<file path="src/rtl/iserdes_align_ctrl.sv">
//------------------------------------------------------------------------------
// Module  : iserdes_align_ctrl
// Brief   : Scans the DCO IDELAY eye and parks the delay at the centre of the
//           widest stable window. It then bitslips until the training word lines up.
//           Define ISERDES_ALIGN_EYE_MAP_EN to add the eye_map output.
// Rev     : 1.0  initial release
//------------------------------------------------------------------------------
`default_nettype none

module iserdes_align_ctrl #(
  parameter logic [7:0] PATTERN    = 8'h0F,
  parameter int         SETTLE     = 16,
  parameter int         CHECK_LEN  = 64,
  parameter int         MIN_WINDOW = 4
) (
  input  logic        sys_clk,
  input  logic        sys_rst,
  input  logic        start,
  input  logic [7:0]  data_in,
  input  logic [4:0]  id_value,
  output logic        id_inc,
  output logic        id_dec,
  output logic        bitslip,
  output logic        busy,
  output logic        done,
  output logic        error,
  output logic [4:0]  locked_tap,
  output logic [2:0]  slip_count
`ifdef ISERDES_ALIGN_EYE_MAP_EN
  ,
  output logic [31:0] eye_map
`endif
);

  localparam int CNT_W = $clog2((SETTLE > CHECK_LEN) ? SETTLE : CHECK_LEN) + 1;
  localparam logic [CNT_W-1:0] c_settle_last = CNT_W'(SETTLE - 1);
  localparam logic [CNT_W-1:0] c_check_last  = CNT_W'(CHECK_LEN - 1);

  localparam logic [3:0] c_idle        = 4'd0;
  localparam logic [3:0] c_zero        = 4'd1;
  localparam logic [3:0] c_zero_dec    = 4'd2;
  localparam logic [3:0] c_zero_settle = 4'd3;
  localparam logic [3:0] c_scan_samp   = 4'd4;
  localparam logic [3:0] c_scan_inc    = 4'd5;
  localparam logic [3:0] c_scan_settle = 4'd6;
  localparam logic [3:0] c_center      = 4'd7;
  localparam logic [3:0] c_ctr_check   = 4'd8;
  localparam logic [3:0] c_ctr_dec     = 4'd9;
  localparam logic [3:0] c_ctr_settle  = 4'd10;
  localparam logic [3:0] c_slip_samp   = 4'd11;
  localparam logic [3:0] c_slip_pulse  = 4'd12;
  localparam logic [3:0] c_slip_settle = 4'd13;
  localparam logic [3:0] c_done        = 4'd14;
  localparam logic [3:0] c_fail        = 4'd15;

  logic [3:0]       r_state;
  logic [3:0]       w_state_nxt;
  logic [CNT_W-1:0] r_cnt;
  logic [7:0]       r_first;
  logic             r_ok;
  logic [4:0]       r_cur_start;
  logic [5:0]       r_cur_len;
  logic [4:0]       r_best_start;
  logic [5:0]       r_best_len;
  logic [4:0]       r_target;
  logic [4:0]       r_locked_tap;
  logic [2:0]       r_slip_count;
  logic [31:0]      r_eye_map;

  function automatic logic is_rotation(input logic [7:0] w);
    logic hit;
    hit = 1'b0;
    for (int i = 0; i < 8; i++) begin
      if (w == 8'({PATTERN, PATTERN} >> i)) hit = 1'b1;
    end
    return hit;
  endfunction

  logic       w_start_ok;
  logic       w_settled;
  logic       w_last;
  logic       w_scan_good;
  logic       w_slip_good;
  logic [5:0] w_cur_len_inc;

  assign w_start_ok    = start && (r_state == c_idle || r_state == c_done || r_state == c_fail);
  assign w_settled     = (r_cnt == c_settle_last);
  assign w_last        = (r_cnt == c_check_last);
  // Each running flag covers samples 1..n-1; the final sample is folded in here.
  assign w_scan_good   = r_ok && (data_in == r_first) && is_rotation(r_first);
  assign w_slip_good   = r_ok && (data_in == PATTERN);
  assign w_cur_len_inc = r_cur_len + 6'd1;

  always_ff @(posedge sys_clk or posedge sys_rst) begin
    if (sys_rst) r_state <= c_idle;
    else         r_state <= w_state_nxt;
  end

  always_comb begin
    w_state_nxt = r_state;
    case (r_state)
      c_idle, c_done, c_fail: if (w_start_ok) w_state_nxt = c_zero;
      c_zero:        w_state_nxt = (id_value != 5'd0) ? c_zero_dec : c_scan_samp;
      c_zero_dec:    w_state_nxt = c_zero_settle;
      c_zero_settle: if (w_settled) w_state_nxt = c_zero;
      c_scan_samp:   if (w_last) w_state_nxt = (id_value == 5'd31) ? c_center : c_scan_inc;
      c_scan_inc:    w_state_nxt = c_scan_settle;
      c_scan_settle: if (w_settled) w_state_nxt = c_scan_samp;
      c_center:      w_state_nxt = (r_best_len < 6'(MIN_WINDOW)) ? c_fail : c_ctr_check;
      c_ctr_check:   w_state_nxt = (id_value == r_target) ? c_slip_samp : c_ctr_dec;
      c_ctr_dec:     w_state_nxt = c_ctr_settle;
      c_ctr_settle:  if (w_settled) w_state_nxt = c_ctr_check;
      c_slip_samp: begin
        if (w_last) begin
          if (w_slip_good)                w_state_nxt = c_done;
          else if (r_slip_count == 3'd7)  w_state_nxt = c_fail;
          else                            w_state_nxt = c_slip_pulse;
        end
      end
      c_slip_pulse:  w_state_nxt = c_slip_settle;
      c_slip_settle: if (w_settled) w_state_nxt = c_slip_samp;
      default:       w_state_nxt = c_idle;
    endcase
  end

  always_comb begin
    id_inc  = 1'b0;
    id_dec  = 1'b0;
    bitslip = 1'b0;
    busy    = 1'b1;
    done    = 1'b0;
    error   = 1'b0;
    case (r_state)
      c_idle:                 busy    = 1'b0;
      c_done:       begin     busy    = 1'b0; done  = 1'b1; end
      c_fail:       begin     busy    = 1'b0; error = 1'b1; end
      c_zero_dec, c_ctr_dec:  id_dec  = 1'b1;
      c_scan_inc:             id_inc  = 1'b1;
      c_slip_pulse:           bitslip = 1'b1;
      default: ;
    endcase
  end

  always_ff @(posedge sys_clk or posedge sys_rst) begin
    if (sys_rst) begin
      r_cnt        <= '0;
      r_first      <= '0;
      r_ok         <= 1'b0;
      r_cur_start  <= '0;
      r_cur_len    <= '0;
      r_best_start <= '0;
      r_best_len   <= '0;
      r_target     <= '0;
      r_locked_tap <= '0;
      r_slip_count <= '0;
      r_eye_map    <= '0;
    end else begin
      if (!busy || w_state_nxt != r_state) r_cnt <= '0;
      else                                 r_cnt <= r_cnt + 1'b1;

      if (r_state == c_scan_samp || r_state == c_slip_samp) begin
        if (r_cnt == '0) begin
          r_first <= data_in;
          r_ok    <= (r_state == c_scan_samp) || (data_in == PATTERN);
        end else begin
          r_ok    <= r_ok && (data_in == ((r_state == c_scan_samp) ? r_first : PATTERN));
        end
      end

      if (w_start_ok) begin
        r_slip_count <= '0;
        r_cur_start  <= '0;
        r_cur_len    <= '0;
        r_best_start <= '0;
        r_best_len   <= '0;
        r_eye_map    <= '0;
      end

      // Strictly-greater update keeps the lower window on a tie.
      if (r_state == c_scan_samp && w_last) begin
        if (w_scan_good) begin
          r_cur_len <= w_cur_len_inc;
          r_eye_map[id_value] <= 1'b1;
          if (r_cur_len == '0) r_cur_start <= id_value;
          if (w_cur_len_inc > r_best_len) begin
            r_best_len   <= w_cur_len_inc;
            r_best_start <= (r_cur_len == '0) ? id_value : r_cur_start;
          end
        end else begin
          r_cur_len <= '0;
        end
      end

      if (r_state == c_center)
        r_target <= r_best_start + 5'((r_best_len - 6'd1) >> 1);
      if (r_state == c_ctr_check && id_value == r_target)
        r_locked_tap <= r_target;
      if (r_state == c_slip_pulse)
        r_slip_count <= r_slip_count + 3'd1;
    end
  end

  assign locked_tap = r_locked_tap;
  assign slip_count = r_slip_count;

`ifdef ISERDES_ALIGN_EYE_MAP_EN
  assign eye_map = r_eye_map;
`else
  logic w_eye_map_unused;
  assign w_eye_map_unused = ^r_eye_map;
`endif

endmodule

`default_nettype wire

</file>
<file path="config.mk">
export PLATFORM = sky130hd
export DESIGN_NAME = iserdes_align_ctrl
export DESIGN_NICKNAME = d
export VERILOG_FILES = /design/src/rtl/iserdes_align_ctrl.sv
export SDC_FILE = /design/constraint.sdc
export NUM_CORES = 1
export LEC_CHECK = 0
export ABC_AREA = 1
export CORE_MARGIN = 2
export CORE_UTILIZATION = 52
export DETAILED_ROUTE_END_ITERATION = 7
export HOLD_SLACK_MARGIN = 0.02
export PLACE_DENSITY = 0.78
export SLEW_MARGIN = 20
export SYNTH_ARGS = -nofsm -noshare
export SYNTH_HDL_FRONTEND = slang
export SYNTH_SLANG_ARGS = --single-unit
export TNS_END_PERCENT = 10
</file>
<file path="constraint.sdc">
create_clock -name sys_clk -period 2.1 [get_ports sys_clk]
set_clock_uncertainty 0.15 [all_clocks]
set_input_delay 0.42 -clock sys_clk [delete_from_list [all_inputs] [get_ports sys_clk]]
set_output_delay 0.42 -clock sys_clk [all_outputs]
set_load 0.05 [all_outputs]
</file>
==> reports/metrics.yaml, run 1 <==
grt:
  gr-usage-met2_pct: 41.9
  antenna_found_initial: 0
  top_usage_layer: "met2"
  grtUsageMet3_pct: 2.73
  grtUsageMet1_pct: 31.2
  grt_pass1_wl_mm: 14.8
  grt_pass1_vias: 3409
  grt_max_degree: 32
  grt_usage_pct: 23.9
  grt_overflow: 0
clock_network:
  clock_path_buffers: 2
  htree_levels: 2
  cts_tree: "done"
  clk_latency_ns: 0.31
  clock_sinks: 55
  cts_root_buffer: "clkbuf_8"
  cts_buffers: 5
  clkTransAtPathRegs_ns: 0.10
layout:
  diodes: 0
  design_area_um2: 4780
  area_growth_pct: 30.1
  final_layout_size_suffix_gt1_share_pct: 22.4
  fin_cells: 686
  mostFrequentLayoutCell: "nand2_1"
  final_util_pct: 70.0
  final_cell_mix: "140 x nand2_1, 73 x inv_1, 55 x nor2_1, 53 x dfrtp_1, 46 x buf_4"
  nNetsFinal: 625
  fillers: 547
sta:
  setup_viol: 11
  whs_ns: 0.269
  tns_ns: -2.82
  max_clock_freq_mhz: 421
  worstMarginPinSlew_ns: 0.600
  rsz0062_at_grt: "yes"
  min_period_ns: 2.38
  fin_ws_ns: -0.277
  maxSlewHeadroom_pct: 60.0
  maxSlewViolCount: 0
  finalCritPeriodShare_pct: 113
  hold_viol: 0
floorplanning:
  core_um2: 6830
  fp.dieW_um: 88.1
  start_util_pct: 53.8
  io_pins: 30
  rows: 30
  die_area_um2: 7760
  die_h_um: 88.1
critical_path:
  cp.required_ns: 2.16
  crit_chain: "inv_1, nor2_1, nand2_1, xor2_2, inv_1, ha_1, nand2_2, o21a_1, nor2_4, nand2_2, nand2_1, nand2_1"
  crit_fanout: 5
  crit_family: "simple AND/OR/NAND/NOR gates"
  path_buf_inv: 2
  slowest_delay_ns: 0.45
  critPathKind: "reg2reg"
  crit_top_cell: "nand2_1"
  critPathArrivalTime_ns: 2.44
  cp-end-kind: "flop"
  cp-start-kind: "flop"
  slowest_stage: "dfrtp_1"
logic_synthesis:
  ys_ff_latch: 55
  synth.distinct_cells: 38
  syn_nets: 550
  seq_area_frac_synth_pct: 37.5
  netlist_area_um2: 3670
  syn_inst: 516
  yosys_warnings: 0
  yosys.area.top_type: "dfrtp_1"
  avgSynthCellArea_um2: 7.12
  synth.area.top_cells: "dfrtp_1 37%, nand2_1 15%, inv_1 8.0%"
  yosysTopAreaCellShare_pct: 37.5
place:
  portBuffers: 29
  gp_congestion: 0.920
  dpl_worst_slack_ns: -0.404
  place_area_um2: 4410
  dp.cells: 673
  dp_hpwl_mm: 6.53
worst_hold_path:
  hold_class: "in2async"
route:
  dr.first_iter.drc_count: 211
  drt-total-wl_mm: 9.21
  wire_per_inst_um: 13.4
  drtAntennaViolNets: 0
  viasPerCell: 5.21
  firstDrtPassIters: 5
  routed-via-count: 3571
  drc_errors: 0
pwr:
  combPwrFrac_pct: 60.4
  peakVddDrop_v: 0.000673
  power.leakage_nw: 2.50
  p_sw_mw: 2.58
  internal_power_mw: 2.83
  seqPwrFrac_pct: 29.0
  clockPowerShare_pct: 10.6
  p_per_area_nw_per_um2: 1130
  finalPower_mw: 5.41
  switching_share_pct: 47.7
outcome:
  failed_checks: "setup timing"
  outcome: "finished with violations"
run:
  cap_violations: 0
## cell usage after synthesis, drive strengths merged
library cell / count
a211oi: 1
a21oi: 8
a22o: 2
a22oi: 1
a31oi: 1
buf: 8
clkbuf: 2
dfrtp: 55
fa: 1
ha: 17
inv: 81
nand2: 152
nand3: 45
nand3b: 3
nand4: 1
nor2: 70
nor3: 6
nor4: 3
o21a: 3
o21ai: 36
o22ai: 2
o31ai: 1
or2: 1
xnor2: 3
xor2: 13
## state kept, by name (all words and copies together) (netlist names)
register / count
r_state: 4
slip_count: 3
locked_tap: 5
r_cur_len: 6
r_first: 8
r_target: 5
r_ok: 1
r_cnt: 7
r_best_len: 6
r_best_start: 5
r_cur_start: 5
## power groups by stage
stage                     sequential [mW]  combinational, mW  clock (mW)
after global routing                 1.60               3.61       0.615
after detailed placement             1.59               3.01           0
after CTS                            1.56               3.11       0.587
after global placement               1.57               2.92           0
after floorplan                      1.77               1.85           0
final                                1.57               3.27       0.573
## cell families (layout without fill, tap and decap cells)
kind of cell    after synthesis  count (layout)  synth area share (%)
xor+xnor                     16              16                  3.81
simple gates                281             282                  34.1
buf+inv                      91             164                  10.1
compound gates               55              55                  8.21
flops                        55              55                  37.5
fa+ha+maj                    18              18                  6.33
## area by class of cell
cell class                      instances  area [µm²]  share of cell area [%]
Inverter                               81         309                    6.47
Timing Repair Buffer                   77         738                    15.4
Sequential cell                        55        1380                    28.8
Multi-Input combinational cell        371        2160                    45.1
Clock inverter                          1        7.51                   0.157
Clock buffer                            5        68.8                    1.44
Tap cell                               96         120                    2.51
## worst paths after layout
check / from / to / slack, ns / cells after the start
max in group asynchronous: sys_rst / r_cur_len[1] / 1.00 / 3
worst min register to register: locked_tap[2] / locked_tap[2] / 0.34 / 2
min in group sys_clk: data_in[1] / r_first[1] / 0.33 / 3
worst min-delay path: sys_rst / locked_tap[1] / 0.27 / 2
worst max-delay path: r_cur_len[3] / r_best_len[3] / -0.28 / 12
worst max register to register: r_cur_len[3] / r_best_len[3] / -0.28 / 12
## routing by layer
| layer | routed length (µm) | part of all wire, % | vias to the layer above |
|---|---|---|---|
| met1 | 3960 | 43 | 1697 |
| li1 | - | - | 1762 |
| met4 | 188 | 2.0 | 0 |
| met5 | 0 | 0 | - |
| met3 | 362 | 3.9 | 17 |
| met2 | 4700 | 51 | 95 |
## what timing repair did
| action | in CTS | in global routing |
|---|---|---|
| setup endpoints to repair | 26 | 44 |
| gates cloned | 1 | 1 |
| pin swaps | 2 | 24 |
| buffers inserted | 1 | 4 |
| gates resized for setup | 12 | 48 |
| hold buffers | 0 | 0 |
Note: power is estimated with default switching activity, not from simulation.
==> run 2: changes to the inputs <==
SKIP_LAST_GASP = 1   (was unset)
==> run 2 against run 1 <==
Net effect:
- the flow still finishes with violations (setup timing)
- final cell count increased by 0.29%
- flip-flop and latch count unchanged
- total power decreased by 2.1%
- sequential share of layout area increased by 0.74 points
- routed wire length decreased by 1.4%
- global-route usage decreased by 0.10 points
- register-to-register slack about the same
- worst hold slack improved by 0.0011 ns
- critical path type unchanged
- utilization decreased by 1.8 points
==> reports/metrics.yaml, run 2 (synthesized netlist as in run 1, its figures left out) <==
clock_network:
  clock_sinks: 55
  clkTransAtPathRegs_ns: 0.10
  clock_path_buffers: 2
  cts_root_buffer: "clkbuf_8"
  htree_levels: 2
  cts_tree: "done"
  clk_latency_ns: 0.31
  cts_buffers: 5
route:
  viasPerCell: 5.14
  dr.first_iter.drc_count: 262
  drc_errors: 0
  wire_per_inst_um: 13.2
  drtAntennaViolNets: 0
  routed-via-count: 3533
  drt-total-wl_mm: 9.08
  firstDrtPassIters: 7
outcome:
  failed_checks: "setup timing"
  outcome: "finished with violations"
layout:
  final_util_pct: 68.2
  area_growth_pct: 26.7
  final_cell_mix: "143 x nand2_1, 77 x inv_1, 58 x nor2_1, 54 x dfrtp_1, 49 x buf_4"
  nNetsFinal: 627
  fillers: 566
  mostFrequentLayoutCell: "nand2_1"
  final_layout_size_suffix_gt1_share_pct: 18.2
  diodes: 0
  design_area_um2: 4660
  largest_register_ffs: 8
  largestRegisters: "r_first: 8 flops, r_cnt: 7 flops"
  top_register: "r_first"
  fin_cells: 688
sta:
  min_period_ns: 2.39
  tns_ns: -3.93
  maxSlewHeadroom_pct: 32.3
  fin_ws_ns: -0.289
  rsz0062_at_grt: "yes"
  setup_viol: 30
  max_clock_freq_mhz: 419
  maxSlewViolCount: 0
  hold_viol: 0
  finalCritPeriodShare_pct: 114
  worstMarginPinSlew_ns: 1.01
  whs_ns: 0.270
place:
  dpl_worst_slack_ns: -0.404
  dp.cells: 673
  gp_congestion: 0.920
  portBuffers: 29
  dp_hpwl_mm: 6.53
  place_area_um2: 4410
grt:
  grt_overflow: 0
  grt_usage_pct: 23.8
  grt_pass1_wl_mm: 14.7
  grt_pass1_vias: 3422
  antenna_found_initial: 0
  grt_max_degree: 32
critical_path:
  slowest_stage: "dfrtp_2"
  cp.required_ns: 2.21
  critPathKind: "reg2reg"
  crit_chain: "ha_4, xor2_2, ha_1, nand2_2, o21ai_2, a21oi_2, o21a_1, nor2_4, buf_6, nand3_1, nand2_1"
  cp-start-kind: "flop"
  slowest_delay_ns: 0.45
  crit_fanout: 5
  cp-end-kind: "flop"
  critPathArrivalTime_ns: 2.50
run:
  cap_violations: 0
floorplanning:
  start_util_pct: 53.8
  core_um2: 6830
  rows: 30
  die_h_um: 88.1
  fp.dieW_um: 88.1
  die_area_um2: 7760
  io_pins: 30
pwr:
  peakVddDrop_v: 0.000676
  p_per_area_nw_per_um2: 1140
  power.leakage_nw: 2.47
  finalPower_mw: 5.30
worst_hold_path:
  hold_class: "in2async"
[run 2: layout make-up]
type | instances | area (µm²) | share of cell area (%)
Clock buffer | 5 | 68.8 | 1.48
Clock inverter | 1 | 7.51 | 0.161
Sequential cell | 55 | 1380 | 29.6
Tap cell | 96 | 120 | 2.58
Multi-Input combinational cell | 371 | 2030 | 43.6
Timing Repair Buffer | 79 | 742 | 15.9
Inverter | 81 | 309 | 6.64
[run 2: report_power, final]
part,internal (mW),total (mW),switching (mW)
registers,1.35,1.57,0.217
clock network,0.223,0.568,0.345
logic,1.22,3.16,1.94
total,2.79,5.30,2.50
[run 2: repair_timing]
| action | 4_1_cts | 5_1_grt |
|---|---|---|
| hold buffers | 0 | 0 |
| resized for setup | 6 | 16 |
| cloned | 1 | 1 |
| buffers inserted | 1 | 6 |
| pin swaps | 2 | 15 |
| endpoints found under the setup margin | 26 | 44 |
[run 2: worst max-delay path: cells and delay by family, from the launching register on]
family / cells / cell delay [ns]
flip-flops: 1 / 0.45
AND/OR/NAND/NOR: 4 / 0.48
adder cells (fa/ha/maj): 2 / 0.49
buffers and inverters: 1 / 0.16
XOR/XNOR: 1 / 0.15
AO/OA/AOI/OAI: 3 / 0.44
[run 2: layer usage]
layer  vias up  routed length (µm)  global-route usage (%)
met3        19                 413                    2.73
met5         -                   0                       0
met2       101                4570                    41.5
li1       1759                   -                       -
met1      1654                3910                    31.0
met4         0                 187                    7.85
[run 2: worst paths after layout]
kind	slack [ns]	to	startpoint	depth (start not counted)
max	-0.29	r_best_len[3]	r_cur_len[0]	11
min	0.27	locked_tap[1]	sys_rst	2
max reg2reg	-0.29	r_best_len[3]	r_cur_len[0]	11
min reg2reg	0.34	locked_tap[2]	locked_tap[2]	2
max in group asynchronous	1.00	r_cur_len[0]	sys_rst	3
min in group sys_clk	0.34	locked_tap[2]	locked_tap[2]	2
==> run 3: changes to the inputs <==
SETUP_SLACK_MARGIN = 0.4   (was unset)
==> run 3 against run 2 <==
Net effect:
- the flow still finishes with violations (setup timing)
- register-to-register slack gained 0.08 ns
- non-clock buffer count shrank 4
- fmax grew 3.3%
- routed wire length shrank 6.5%
- critical path depth is the same
- worst hold slack lost 0.032 ns
- sequential share of layout area grew 0.29 points
- clock power is essentially flat
- die area is the same
- sequential power grew 3%
- critical path type unchanged
- largest cell class unchanged
==> reports/metrics.yaml, run 3 (synthesized netlist as in run 1, its figures left out) <==
critical_path:
  cp.required_ns: 2.20
  critPathArrivalTime_ns: 2.41
  reg2reg_from: "r_cur_len[0]"
  critPathKind: "reg2reg"
  setup.worst_path.start: "r_cur_len[0]"
  reg2reg_depth: 11
  crit_fanout: 5
  reg2reg_slack_ns: -0.21
  endpoint: "r_best_len[3]"
  cp-start-kind: "flop"
  r2r_end: "r_best_len[3]"
  cp-end-kind: "flop"
layout:
  final_layout_size_suffix_gt1_share_pct: 17.0
  top_register: "r_first"
  largest_register_ffs: 8
  largestRegisters: "r_first: 8 flops, r_cnt: 7 flops"
  mostFrequentLayoutCell: "nand2_1"
  final_cell_mix: "144 x nand2_1, 77 x inv_1, 57 x nor2_1, 55 x dfrtp_1, 46 x buf_4"
  area_growth_pct: 25.4
  nNetsFinal: 622
  diodes: 0
pwr:
  p_per_area_nw_per_um2: 1140
  internal_power_mw: 2.80
  combPwrFrac_pct: 58.5
  power.leakage_nw: 2.46
  p_sw_mw: 2.45
  clockPowerShare_pct: 10.8
  switching_share_pct: 46.7
  seqPwrFrac_pct: 30.7
  finalPower_mw: 5.25
  peakVddDrop_v: 0.000671
worst_hold_path:
  hold_class: "in2async"
place:
  portBuffers: 29
  dpl_worst_slack_ns: -0.345
  gp_congestion: 0.920
  dp_hpwl_mm: 6.57
sta:
  setup_viol: 20
  maxSlewHeadroom_pct: 60.1
  worstMarginPinSlew_ns: 0.598
  hold_viol: 0
  rsz0062_at_grt: "yes"
  maxSlewViolCount: 0
  whs_ns: 0.238
  min_period_ns: 2.31
  finalCritPeriodShare_pct: 110
  fin_ws_ns: -0.212
  max_clock_freq_mhz: 433
route:
  wire_per_inst_um: 12.4
  firstDrtPassIters: 4
  viasPerCell: 5.02
  dr.first_iter.drc_count: 220
  routed-via-count: 3441
  drc_errors: 0
  drtAntennaViolNets: 0
  drt-total-wl_mm: 8.49
grt:
  grt_pass1_wl_mm: 14.7
  grt_max_degree: 43
  grt_usage_pct: 23.7
  antenna_found_initial: 0
  grt_overflow: 0
  grt_pass1_vias: 3443
outcome:
  failed_checks: "setup timing"
  outcome: "finished with violations"
clock_network:
  cts_root_buffer: "clkbuf_8"
  cts_tree: "done"
  clk_latency_ns: 0.30
  htree_levels: 2
  cts_buffers: 5
  hold_buffers: 0
  clkTransAtPathRegs_ns: 0.10
  clock_sinks: 55
  clock_path_buffers: 2
floorplanning:
  start_util_pct: 53.8
  io_pins: 30
  fp.dieW_um: 88.1
  die_area_um2: 7760
  rows: 30
  die_h_um: 88.1
  core_um2: 6830
run:
  cap_violations: 0
-- run 3: cell count changes in the layout (fill, tap and decap cells not counted), sizes merged --
cell / change
buf: -4
clkbuf: +2
clkinv: +1
clkinvlp: -1
nand2: -1
-- run 3: layout make-up --
type | instances | area (µm²)
Clock buffer | 7 | 76.3
Multi-Input combinational cell | 370 | 2010
Sequential cell | 55 | 1380
Timing Repair Buffer | 75 | 708
Clock inverter | 1 | 5.00
Inverter | 81 | 309
Fill cell | 591 | 2220
Tap cell | 96 | 120
-- run 3: how the worst min path moves through the flow --
stage,startpoint,end,slack [ns],cells past startpoint
2_1_floorplan,r_cnt[0],r_cnt[0],0.30,1
3_3_place_gp,locked_tap[2],locked_tap[2],0.32,2
3_5_place_dp,locked_tap[2],locked_tap[2],0.33,2
4_1_cts,sys_rst,r_target[1],0.25,2
5_1_grt,sys_rst,r_target[1],0.27,2
6_report,sys_rst,r_target[1],0.24,2
-- run 3: power by group through the flow --
stage	registers, mW	logic [mW]	clock network (mW)
floorplan	1.77	1.86	0
finish	1.61	3.07	0.569
global route	1.66	3.41	0.621
detailed placement	1.63	2.96	0
global placement	1.62	2.88	0
CTS	1.61	3.02	0.589
-- run 3: metal layers --
| metal | track usage, % | part of all wire (%) | routed length, µm | vias to the layer above |
|---|---|---|---|---|
| met1 | 31.0 | 44 | 3760 | 1555 |
| met2 | 41.1 | 49 | 4120 | 110 |
| li1 | - | - | - | 1759 |
| met3 | 3.11 | 5.8 | 491 | 17 |
| met4 | 7.02 | 1.4 | 121 | 0 |
| met5 | 0 | 0 | 0 | - |
-- run 3: timing repair --
action                                  in CTS  in global routing
pin swaps                                    1                  6
endpoints found under the setup margin      64                 64
gates cloned                                 1                  0
setup buffers                                1                  1
gates resized for setup                      4                 10
-- run 3: worst max-delay path, stage by stage (launching register included) --
cell     delay (ns)
dfrtp_1        0.43
ha_2           0.23
xor2_2         0.17
ha_4           0.28
nand2_2        0.05
o21ai_2        0.12
a21oi_1        0.07
o21a_1         0.21
nor2_4         0.19
buf_6          0.15
nand3_1        0.10
nand2_1        0.10
-- run 3: metrics by stage --
step                      TNS, ns  cell area (µm²)  util [%]  cells
after floorplan            -0.107             3690         -    516
after global placement      -6.78             4420      64.7    674
after detailed placement    -8.39             4420      64.7    674
after CTS                   -1.98             4530      66.3    684
after global routing        -6.57             4610      67.4    685
final                       -2.08             4610      67.4    685
